<file path="src/rtl/mem_ctrl_pkg.sv">
// Shared types and defaults for the pipeline data-memory access controller.
package mem_ctrl_pkg;

    localparam int DATA_W_DEF  = 32;
    localparam int TIMEOUT_DEF = 255;
    localparam int TIMER_W     = 10;

    typedef enum logic [1:0] {
        ST_IDLE = 2'd0,
        ST_REQ  = 2'd1,
        ST_DONE = 2'd2,
        ST_ERR  = 2'd3
    } state_e;

    function automatic logic word_aligned(input logic [1:0] lsb);
        return (lsb == 2'b00);
    endfunction

endpackage

</file>
<file path="src/rtl/cycle_timer.sv">
// Saturating wait-cycle counter; expired_o flags the enabled cycle that brings it to the limit.
module cycle_timer #(
    parameter int W = 10
) (
    input  logic         clk_i,
    input  logic         rst_i,
    input  logic         clear_i,
    input  logic         enable_i,
    input  logic [W-1:0] limit_i,
    output logic         expired_o
);

    logic [W-1:0] count_q;
    logic [W-1:0] count_d;
    logic [W:0]   count_inc;

    assign count_inc = {1'b0, count_q} + {{W{1'b0}}, 1'b1};

    always_comb begin
        count_d = count_q;
        if (clear_i) begin
            count_d = '0;
        end else if (enable_i && (count_q != {W{1'b1}})) begin
            count_d = count_inc[W-1:0];
        end
    end

    always_ff @(posedge clk_i) begin
        if (!rst_i) begin
            count_q <= '0;
        end else begin
            count_q <= count_d;
        end
    end

    // Looks one step ahead so the limit-th waiting cycle is the last one.
    assign expired_o = enable_i && (count_inc >= {1'b0, limit_i});

endmodule

</file>
<file path="src/rtl/mem_access_ctrl.sv">
// MEM-stage load/store controller: issues one held memory request per access and stalls the pipeline.
module mem_access_ctrl
    import mem_ctrl_pkg::*;
#(
    parameter int DATA_W  = DATA_W_DEF,
    parameter int TIMEOUT = TIMEOUT_DEF
) (
    input  logic              clk_i,
    input  logic              rst_i,
    input  logic              MemRead_i,
    input  logic              MemWrite_i,
    input  logic [DATA_W-1:0] Addr_i,
    input  logic [DATA_W-1:0] WData_i,
    output logic              mem_req_o,
    output logic              mem_we_o,
    output logic [DATA_W-1:0] mem_addr_o,
    output logic [DATA_W-1:0] mem_wdata_o,
    input  logic              mem_ack_i,
    input  logic [DATA_W-1:0] mem_rdata_i,
    output logic              stall_o,
    output logic [DATA_W-1:0] RData_o,
    output logic              RData_valid_o,
    output logic              err_o
);

    localparam logic [TIMER_W-1:0] TIMER_LIMIT = TIMER_W'(TIMEOUT);

    state_e            state_q, state_d;
    logic [DATA_W-1:0] addr_q, addr_d;
    logic [DATA_W-1:0] wdata_q, wdata_d;
    logic [DATA_W-1:0] rdata_q, rdata_d;
    logic              is_write_q, is_write_d;
    logic              req_q, req_d;
    logic              we_q, we_d;
    logic              rvalid_q, rvalid_d;
    logic              err_q, err_d;

    logic              stall_c;
    logic              timer_clear;
    logic              timer_en;
    logic              timer_expired;
    logic              req_present;
    logic              req_ok;

    assign req_present = MemRead_i | MemWrite_i;
    assign req_ok      = (MemRead_i ^ MemWrite_i) && word_aligned(Addr_i[1:0]);

    cycle_timer #(
        .W(TIMER_W)
    ) u_timer (
        .clk_i    (clk_i),
        .rst_i    (rst_i),
        .clear_i  (timer_clear),
        .enable_i (timer_en),
        .limit_i  (TIMER_LIMIT),
        .expired_o(timer_expired)
    );

    always_comb begin
        state_d     = state_q;
        addr_d      = addr_q;
        wdata_d     = wdata_q;
        rdata_d     = rdata_q;
        is_write_d  = is_write_q;
        stall_c     = 1'b0;
        timer_clear = 1'b1;
        timer_en    = 1'b0;

        case (state_q)
            ST_IDLE: begin
                if (req_present) begin
                    stall_c = 1'b1;
                    if (req_ok) begin
                        state_d    = ST_REQ;
                        addr_d     = Addr_i;
                        wdata_d    = WData_i;
                        is_write_d = MemWrite_i;
                    end else begin
                        state_d = ST_ERR;
                    end
                end
            end
            ST_REQ: begin
                stall_c     = 1'b1;
                timer_clear = 1'b0;
                if (mem_ack_i) begin
                    state_d = ST_DONE;
                    if (!is_write_q) begin
                        rdata_d = mem_rdata_i;
                    end
                end else begin
                    timer_en = 1'b1;
                    if (timer_expired) begin
                        state_d = ST_ERR;
                    end
                end
            end
            // The pipeline advances at the end of DONE, so its inputs still show the old access.
            ST_DONE: begin
                state_d = ST_IDLE;
            end
            ST_ERR: begin
                stall_c = 1'b1;
            end
            default: begin
                state_d = ST_IDLE;
            end
        endcase

        req_d    = (state_d == ST_REQ);
        we_d     = (state_d == ST_REQ) && is_write_d;
        rvalid_d = (state_q == ST_REQ) && (state_d == ST_DONE) && !is_write_q;
        err_d    = (state_d == ST_ERR);
    end

    always_ff @(posedge clk_i) begin
        if (!rst_i) begin
            state_q    <= ST_IDLE;
            addr_q     <= '0;
            wdata_q    <= '0;
            rdata_q    <= '0;
            is_write_q <= 1'b0;
            req_q      <= 1'b0;
            we_q       <= 1'b0;
            rvalid_q   <= 1'b0;
            err_q      <= 1'b0;
        end else begin
            state_q    <= state_d;
            addr_q     <= addr_d;
            wdata_q    <= wdata_d;
            rdata_q    <= rdata_d;
            is_write_q <= is_write_d;
            req_q      <= req_d;
            we_q       <= we_d;
            rvalid_q   <= rvalid_d;
            err_q      <= err_d;
        end
    end

    assign stall_o       = rst_i & stall_c;
    assign mem_req_o     = req_q;
    assign mem_we_o      = we_q;
    assign mem_addr_o    = addr_q;
    assign mem_wdata_o   = wdata_q;
    assign RData_o       = rdata_q;
    assign RData_valid_o = rvalid_q;
    assign err_o         = err_q;

endmodule

</file>
<file path="config.mk">
export PLATFORM = sky130hd
export DESIGN_NAME = mem_access_ctrl
export DESIGN_NICKNAME = d
export VERILOG_FILES = /design/src/rtl/mem_ctrl_pkg.sv /design/src/rtl/cycle_timer.sv /design/src/rtl/mem_access_ctrl.sv
export SDC_FILE = /design/constraint.sdc
export NUM_CORES = 1
export LEC_CHECK = 0
export ABC_AREA = 1
export CELL_PAD_IN_SITES_DETAIL_PLACEMENT = 1
export CELL_PAD_IN_SITES_GLOBAL_PLACEMENT = 2
export CORE_ASPECT_RATIO = 0.75
export CORE_MARGIN = 3
export CORE_UTILIZATION = 21
export DETAILED_ROUTE_END_ITERATION = 7
export PLACE_DENSITY_LB_ADDON = 0.1
export SLEW_MARGIN = 20
export SYNTH_ARGS = -nofsm -noshare
export SYNTH_HDL_FRONTEND = slang
export SYNTH_SLANG_ARGS = --single-unit
export TNS_END_PERCENT = 5
</file>
<file path="constraint.sdc">
create_clock -name clk_i -period 1.7 [get_ports clk_i]
set_input_delay 0.34 -clock clk_i [delete_from_list [all_inputs] [get_ports clk_i]]
set_output_delay 0.34 -clock clk_i [all_outputs]
set_load 0.005 [all_outputs]
</file>
==> impl_metrics.csv, run 1 <==
group,metric,value,unit
global_routing,grt_usage,13.72,%
logic_synthesis,ys_top_cells_by_area,"dfxtp_1 (54%), nor2_1 (19%), o21ai_0 (11%)",
die,initial_core_util,21.59,%
pwr,p_sw,1.812,mW
die,dieHeight,128.6,µm
clock_tree,cts.sinks,113,
global_routing,overflow,0,
logic_synthesis,synth-compound-area-share,14.27,%
clock_tree,clkLatencyLatePin,0.41,ns
detailed_routing,highest_layer,"met4",
die,ioPinCount,202,
sta,relSlewSlack,75.02,%
global_routing,grt_pass1_vias,4407,
sta,worst_slew_pin_slew,0.3746,ns
detailed_routing,routed_wl,15340,µm
global_routing,grt_pass1_wl,23400,µm
logic_synthesis,synth_fa_ha_area_share,0.8921,%
sta,setup_viol,0,
worst_setup_path,max_stage_delay,0.55,ns
placed_design,dp_hpwl,10560,µm
logic_synthesis,avgSynthCellArea,7.721,µm²
detailed_routing,drcViolationCount,0,
sta,period_share,96.01,%
worst_setup_path,path_max_fanout,2,
clock_tree,cts_inserted_buffers,17,
detailed_routing,first_iter_violations,192,
clock_tree,cts-root-buf,"clkbuf_16",
logic_synthesis,synth-simple-area-share,24.80,%
logic_synthesis,netlist-cell-type-count,27,
finish,synthToLayoutAreaGrowth,73.54,%
detailed_routing,detail-route-antenna-nets,0,
finish,fin_nets,860,
detailed_routing,vias,4278,
placed_design,port_buffers,201,
finish,regArea,2270,µm²
logic_synthesis,synth-xor-area-share,0.6244,%
sta,worst_hold_slack,0.3261,ns
detailed_routing,route.met2.wl,6764,µm
worst_setup_path,path_class,"reg -> out",
clock_tree,clk_pin_slew,0.06,ns
die,die-area,21790,µm²
finish,layout-drive-gt1-share,11.23,%
worst_setup_path,cp_top_family,"buffers and inverters",
global_routing,grt_max_degree,100,
logic_synthesis,synth_top_area_cell,"dfxtp_1",
clock_tree,cts_tree,"done",
die,core,19490,µm²
die,fp.dieW,169.5,µm
sta,hold_viol_final,0,
finish,multi_input_area,1783,µm²
clock_tree,ctsHtreeMaxLevel,4,
worst_setup_path,critPathSlowestCell,"clkdlybuf4s50_1",
sta,skew,0.01018,ns
pwr,p_clk_share,45.8,%
worst_setup_path,crit_required,1.36,ns
worst_setup_path,cp-start-kind,"register",
detailed_routing,wl_met1,6717,µm
min_path,hold_path_class,"in -> reg",
logic_synthesis,synth_top_family_by_area,"simple AND/OR/NAND/NOR gates",
placed_design,gp_congestion,0.7502,
logic_synthesis,netlist_instances,545,
logic_synthesis,synth_top_area_share,53.76,%
worst_setup_path,critical_path.cell_chain,"clkdlybuf4s50_1",
worst_setup_path,crit_buf_inv,1,
die,num_rows,44,
run,cap_violations,0,
finish,diodes,0,
detailed_routing,dr.pass1.iters,4,
detailed_routing,vias_per_cell,4.198,
pwr,ir_worst_vdd,0.0004452,V
logic_synthesis,ys_ff_latch,113,
pwr,internal-power,5.865,mW
logic_synthesis,yosysWarnings,0,
worst_setup_path,setup.worst_path.end_class,"output port",
detailed_routing,wl_per_cell,15.06,µm
run_status,status,"completed",
pwr,power_frac_seq,38.2,%
sta,slew_violations,0,
sta,max_freq,0.6127,GHz
sta,min_period,1.632,ns
logic_synthesis,ys_seq_area_share,53.76,%
sta,rsz0062_at_grt,"true",
logic_synthesis,synth_area,4208,µm²
finish,num-fill-cells,2289,
logic_synthesis,synth_nets,649,
logic_synthesis,synth.area.mux_share,0,%
global_routing,antenna_found_initial,0,
pwr,swShare,23.60,%
placed_design,placedCellCount,987,
finish,final_cells,1019,
pwr,powerDensity,1051,nW/µm²
worst_setup_path,crit_arrival,1.29,ns
clock_tree,cts_buffer_depth,2,
detailed_routing,dr_wl_met3,1592,µm
pwr,leakage,2.825,nW
pwr,p_comb_share,16.0,%
per-layer routing:
layer  track usage (%)  up-vias
met2             20.86      126
met3             7.955       18
met5                 0        -
met4             4.760        0
met1             16.25     1974
li1                  -     2160
power by group through the flow:
| stage | sequential [mW] | combinational [mW] | clock, mW |
|---|---|---|---|
| finish | 2.93 | 1.23 | 3.52 |
| global route | 2.95 | 1.37 | 3.76 |
| CTS | 2.93 | 1.24 | 3.65 |
| detailed placement | 2.99 | 1.21 | 0 |
| global placement | 2.98 | 1.19 | 0 |
| floorplan | 2.99 | 0.415 | 0 |
Yosys cell counts (all sizes together):
cell type and count:
nand2 32, a21oi 4, and3 1, o21bai 1, clkbuf 20, or2 1
inv 21, dfxtp 113, a211oi 9, xor2 3, nand3b 1, nand4 3
nand3 8, buf 12, nor2 218, o21ai 95, ha 3
timing repair:
item                                    CTS  global route
hold buffers                              0             0
pin swaps                                 3             0
setup buffers                             2             0
cloned                                    0             1
gates resized for setup                  11            19
endpoints found under the setup margin    1            16
metrics by stage:
step	util, %	area (µm²)	TNS [ns]	power, mW	worst slack [ns]
detailed placement	33.88	6603	-22.81	4.192	-0.5847
global route	37.47	7302	-0.005180	8.082	-0.005180
floorplan	-	4208	0	3.409	0.1542
finish	37.47	7302	0	7.676	0.06788
CTS	36.99	7209	0	7.819	0.009112
global placement	33.88	6603	-23.12	4.168	-0.5909
logic make-up after synthesis:
logic type | after synthesis
AOI/OAI and AO/OA | 109
xor gates and xnor gates | 3
adders and majority gates | 3
DFF | 113
and+or+nand+nor | 264
buffers and inverters | 53
flip-flops by register name, summed over array words and instances, names as in the netlist:
| signal | cells |
|---|---|
| mem_addr_o | 32 |
| mem_wdata_o | 32 |
| u_timer.count_q | 10 |
| is_write_q | 1 |
| mem_we_o | 1 |
| err_o | 1 |
| RData_valid_o | 1 |
| RData_o | 32 |
| mem_req_o | 1 |
| state_q | 2 |
cell type report:
type	instances	share of cell area [%]
timing repair buffer	224	31.08
sequential	113	31.08
inverter	21	1.148
multi-input combinational	379	24.42
clock inverter	5	1.062
tap	253	4.335
clock buffer	24	6.871
cells in the final DEF (no fill, tap or decap), drive strengths merged:
master,count
a21oi,4
nand3,8
a211oi,9
or2,1
nand2,32
and3,1
nand3b,1
clkbuf,25
dlymetal6s2s,2
o21ai,95
clkdlybuf4s50,195
o21bai,1
nor2,218
dfxtp,113
bufinv,2
clkinv,2
nand4,3
inv,21
dlygate4sd2,2
ha,3
xor2,3
buf,24
clkinvlp,1
path summary, 6_finish.rpt:
check,startpoint,slack [ns],end,depth (start not counted)
worst max-delay path,mem_wdata_o[31],0.07,mem_wdata_o[31],1
worst min-delay path,rst_i,0.33,RData_valid_o,4
worst max register to register,state_q[0],0.11,mem_we_o,11
worst min register to register,mem_addr_o[0],0.45,mem_addr_o[0],2
Power figures use the tool's default switching activity.
==> run 2, diff against run 1 <==
RECOVER_POWER = 25   (was unset)
==> run 2 against run 1 <==
Against the previous run:
- combinational power hardly changed
- non-clock buffer count is the same
- die area is the same
- global-route usage is the same
- count of clock-buffer cells in the layout unchanged
- final cell count unchanged
- clock power is essentially flat
- core utilization down 0.10 points
- sequential power hardly changed
- critical path type unchanged
- critical endpoint unchanged
- largest cell class unchanged
- highest routed layer unchanged
==> impl_metrics.csv, run 2 (synthesis results as in run 1) <==
group,metric,value,unit
placed_design,dp_hpwl,10560,µm
placed_design,placedCellCount,987,
placed_design,port_buffers,201,
placed_design,gp_congestion,0.7502,
clock_tree,cts_buffer_depth,2,
sta,min_period,1.634,ns
min_path,hold_path.startpoint,"rst_i",
finish,stdcell_area,7282,µm²
sta,period_share,96.11,%
finish,final_cell_mix,"nor2_1 (212), clkdlybuf4s50_1 (195), dfxtp_1 (109)",
finish,num-fill-cells,2290,
clock_tree,cts.sinks,113,
worst_setup_path,rr_endpoint,"mem_we_o",
run_status,status,"completed",
clock_tree,cts_inserted_buffers,17,
die,initial_core_util,21.59,%
worst_setup_path,path_class,"reg -> out",
global_routing,grt_pass1_vias,4407,
clock_tree,clkLatencyLatePin,0.41,ns
detailed_routing,wl_per_cell,15.06,µm
worst_setup_path,critPathSlowestCell,"clkdlybuf4s50_1",
placed_design,place_ws,-0.5847,ns
pwr,leakage,2.786,nW
sta,slew_violations,0,
sta,max_freq,0.6121,GHz
worst_setup_path,cp-start-kind,"register",
global_routing,grt_pass1_wl,23400,µm
die,fp.dieW,169.5,µm
detailed_routing,vias,4284,
worst_setup_path,setup.worst_path.end_class,"output port",
pwr,powerDensity,1053,nW/µm²
run,cap_violations,0,
global_routing,overflow,0,
worst_setup_path,cp_top_family,"buffers and inverters",
die,core,19490,µm²
worst_setup_path,crit_buf_inv,1,
worst_setup_path,reg2regPathDepth,11,
placed_design,postPlaceCellArea,6603,µm²
worst_setup_path,r2r_slack,0.08,ns
sta,relSlewSlack,74.93,%
die,dieHeight,128.6,µm
sta,skew,0.01021,ns
worst_setup_path,crit_required,1.36,ns
sta,rsz0062_at_grt,"true",
sta,setup_viol,0,
worst_setup_path,max_stage_delay,0.55,ns
sta,finalWorstSetupSlack,0.06615,ns
min_path,min_to,"RData_valid_o",
sta,hold_viol_final,0,
detailed_routing,first_iter_violations,194,
finish,synthToLayoutAreaGrowth,73.06,%
clock_tree,cts-root-buf,"clkbuf_16",
die,num_rows,44,
finish,final_cells,1019,
clock_tree,hold_buffers,0,
global_routing,grt_usage,13.72,%
finish,diodes,0,
min_path,hold_path_class,"in -> reg",
worst_setup_path,critical_path.cell_chain,"clkdlybuf4s50_1",
finish,layout-drive-gt1-share,11.10,%
clock_tree,ctsHtreeMaxLevel,4,
global_routing,grt_max_degree,100,
clock_tree,cts_tree,"done",
die,ioPinCount,202,
worst_setup_path,worstReg2RegStart,"state_q[0]",
die,die-area,21790,µm²
min_path,holdPathStages,4,
sta,worst_slew_pin_slew,0.3761,ns
clock_tree,clk_pin_slew,0.06,ns
detailed_routing,drcViolationCount,0,
pwr,ir_worst_vdd,0.0004454,V
detailed_routing,routed_wl,15340,µm
worst_setup_path,path_max_fanout,2,
detailed_routing,vias_per_cell,4.204,
worst_setup_path,crit_arrival,1.29,ns
detailed_routing,detail-route-antenna-nets,0,
global_routing,antenna_found_initial,0,
finish,layout_commonest_cell,"nor2_1",
detailed_routing,dr.pass1.iters,4,
finish,fin_nets,860,
-- run 2: cell types whose count changed in the layout (fill, tap and decap cells not counted), sizes merged --
cell	delta
clkbuf	+2
dlymetal6s2s	-2
-- run 2: layer usage --
metal,GRT usage (%),routed length (µm)
met1,16.25,6721
met2,20.86,6758
met3,7.955,1591
met4,4.760,271
met5,0,0
-- run 2: worst max-delay path by stage --
stage                             from            endpoint  slack (ns)  cells past startpoint
detailed placement           MemRead_i             stall_o       -0.58                      7
CTS                 u_timer.count_q[1]          state_q[1]       0.009                      8
floorplan           u_timer.count_q[0]  u_timer.count_q[5]        0.15                      9
finish                 mem_wdata_o[31]     mem_wdata_o[31]        0.07                      1
global placement             MemRead_i             stall_o       -0.59                      7
global route                state_q[0]            mem_we_o      -0.006                     11
-- run 2: metrics by stage --
stage	power (mW)	hold slack, ns	utilization (%)	setup TNS, ns
3_3_place_gp	4.168	0.4221	33.88	-23.12
3_5_place_dp	4.192	0.4392	33.88	-22.81
5_1_grt	8.075	0.3459	37.37	-0.01149
2_1_floorplan	3.409	0.4315	-	0
6_report	7.671	0.3261	37.37	0
4_1_cts	7.819	0.3007	36.99	0
-- run 2: repair_timing --
item / 4_1_cts / 5_1_grt
endpoints found under the setup margin: 1 / 16
cloned: 0 / 1
pin swaps: 3 / 0
buffers inserted: 2 / 0
resized for setup: 11 / 19
-- run 2: report_power, final --
group	switching (mW)	internal [mW]
Sequential	0.0944	2.84
Combinational	0.521	0.701
Clock	1.20	2.32
Total	1.81	5.86
-- run 2: final cells by class --
cell class                 count  area [µm²]  share of cell area [%]
clock buffer                  24       501.7                   6.890
clock inverter                 5       77.57                   1.065
inverter                      21       83.83                   1.151
multi-input combinational    379        1780                   24.45
sequential                   113        2270                   31.17
tap                          253       316.6                   4.347
timing repair buffer         224        2252                   30.93
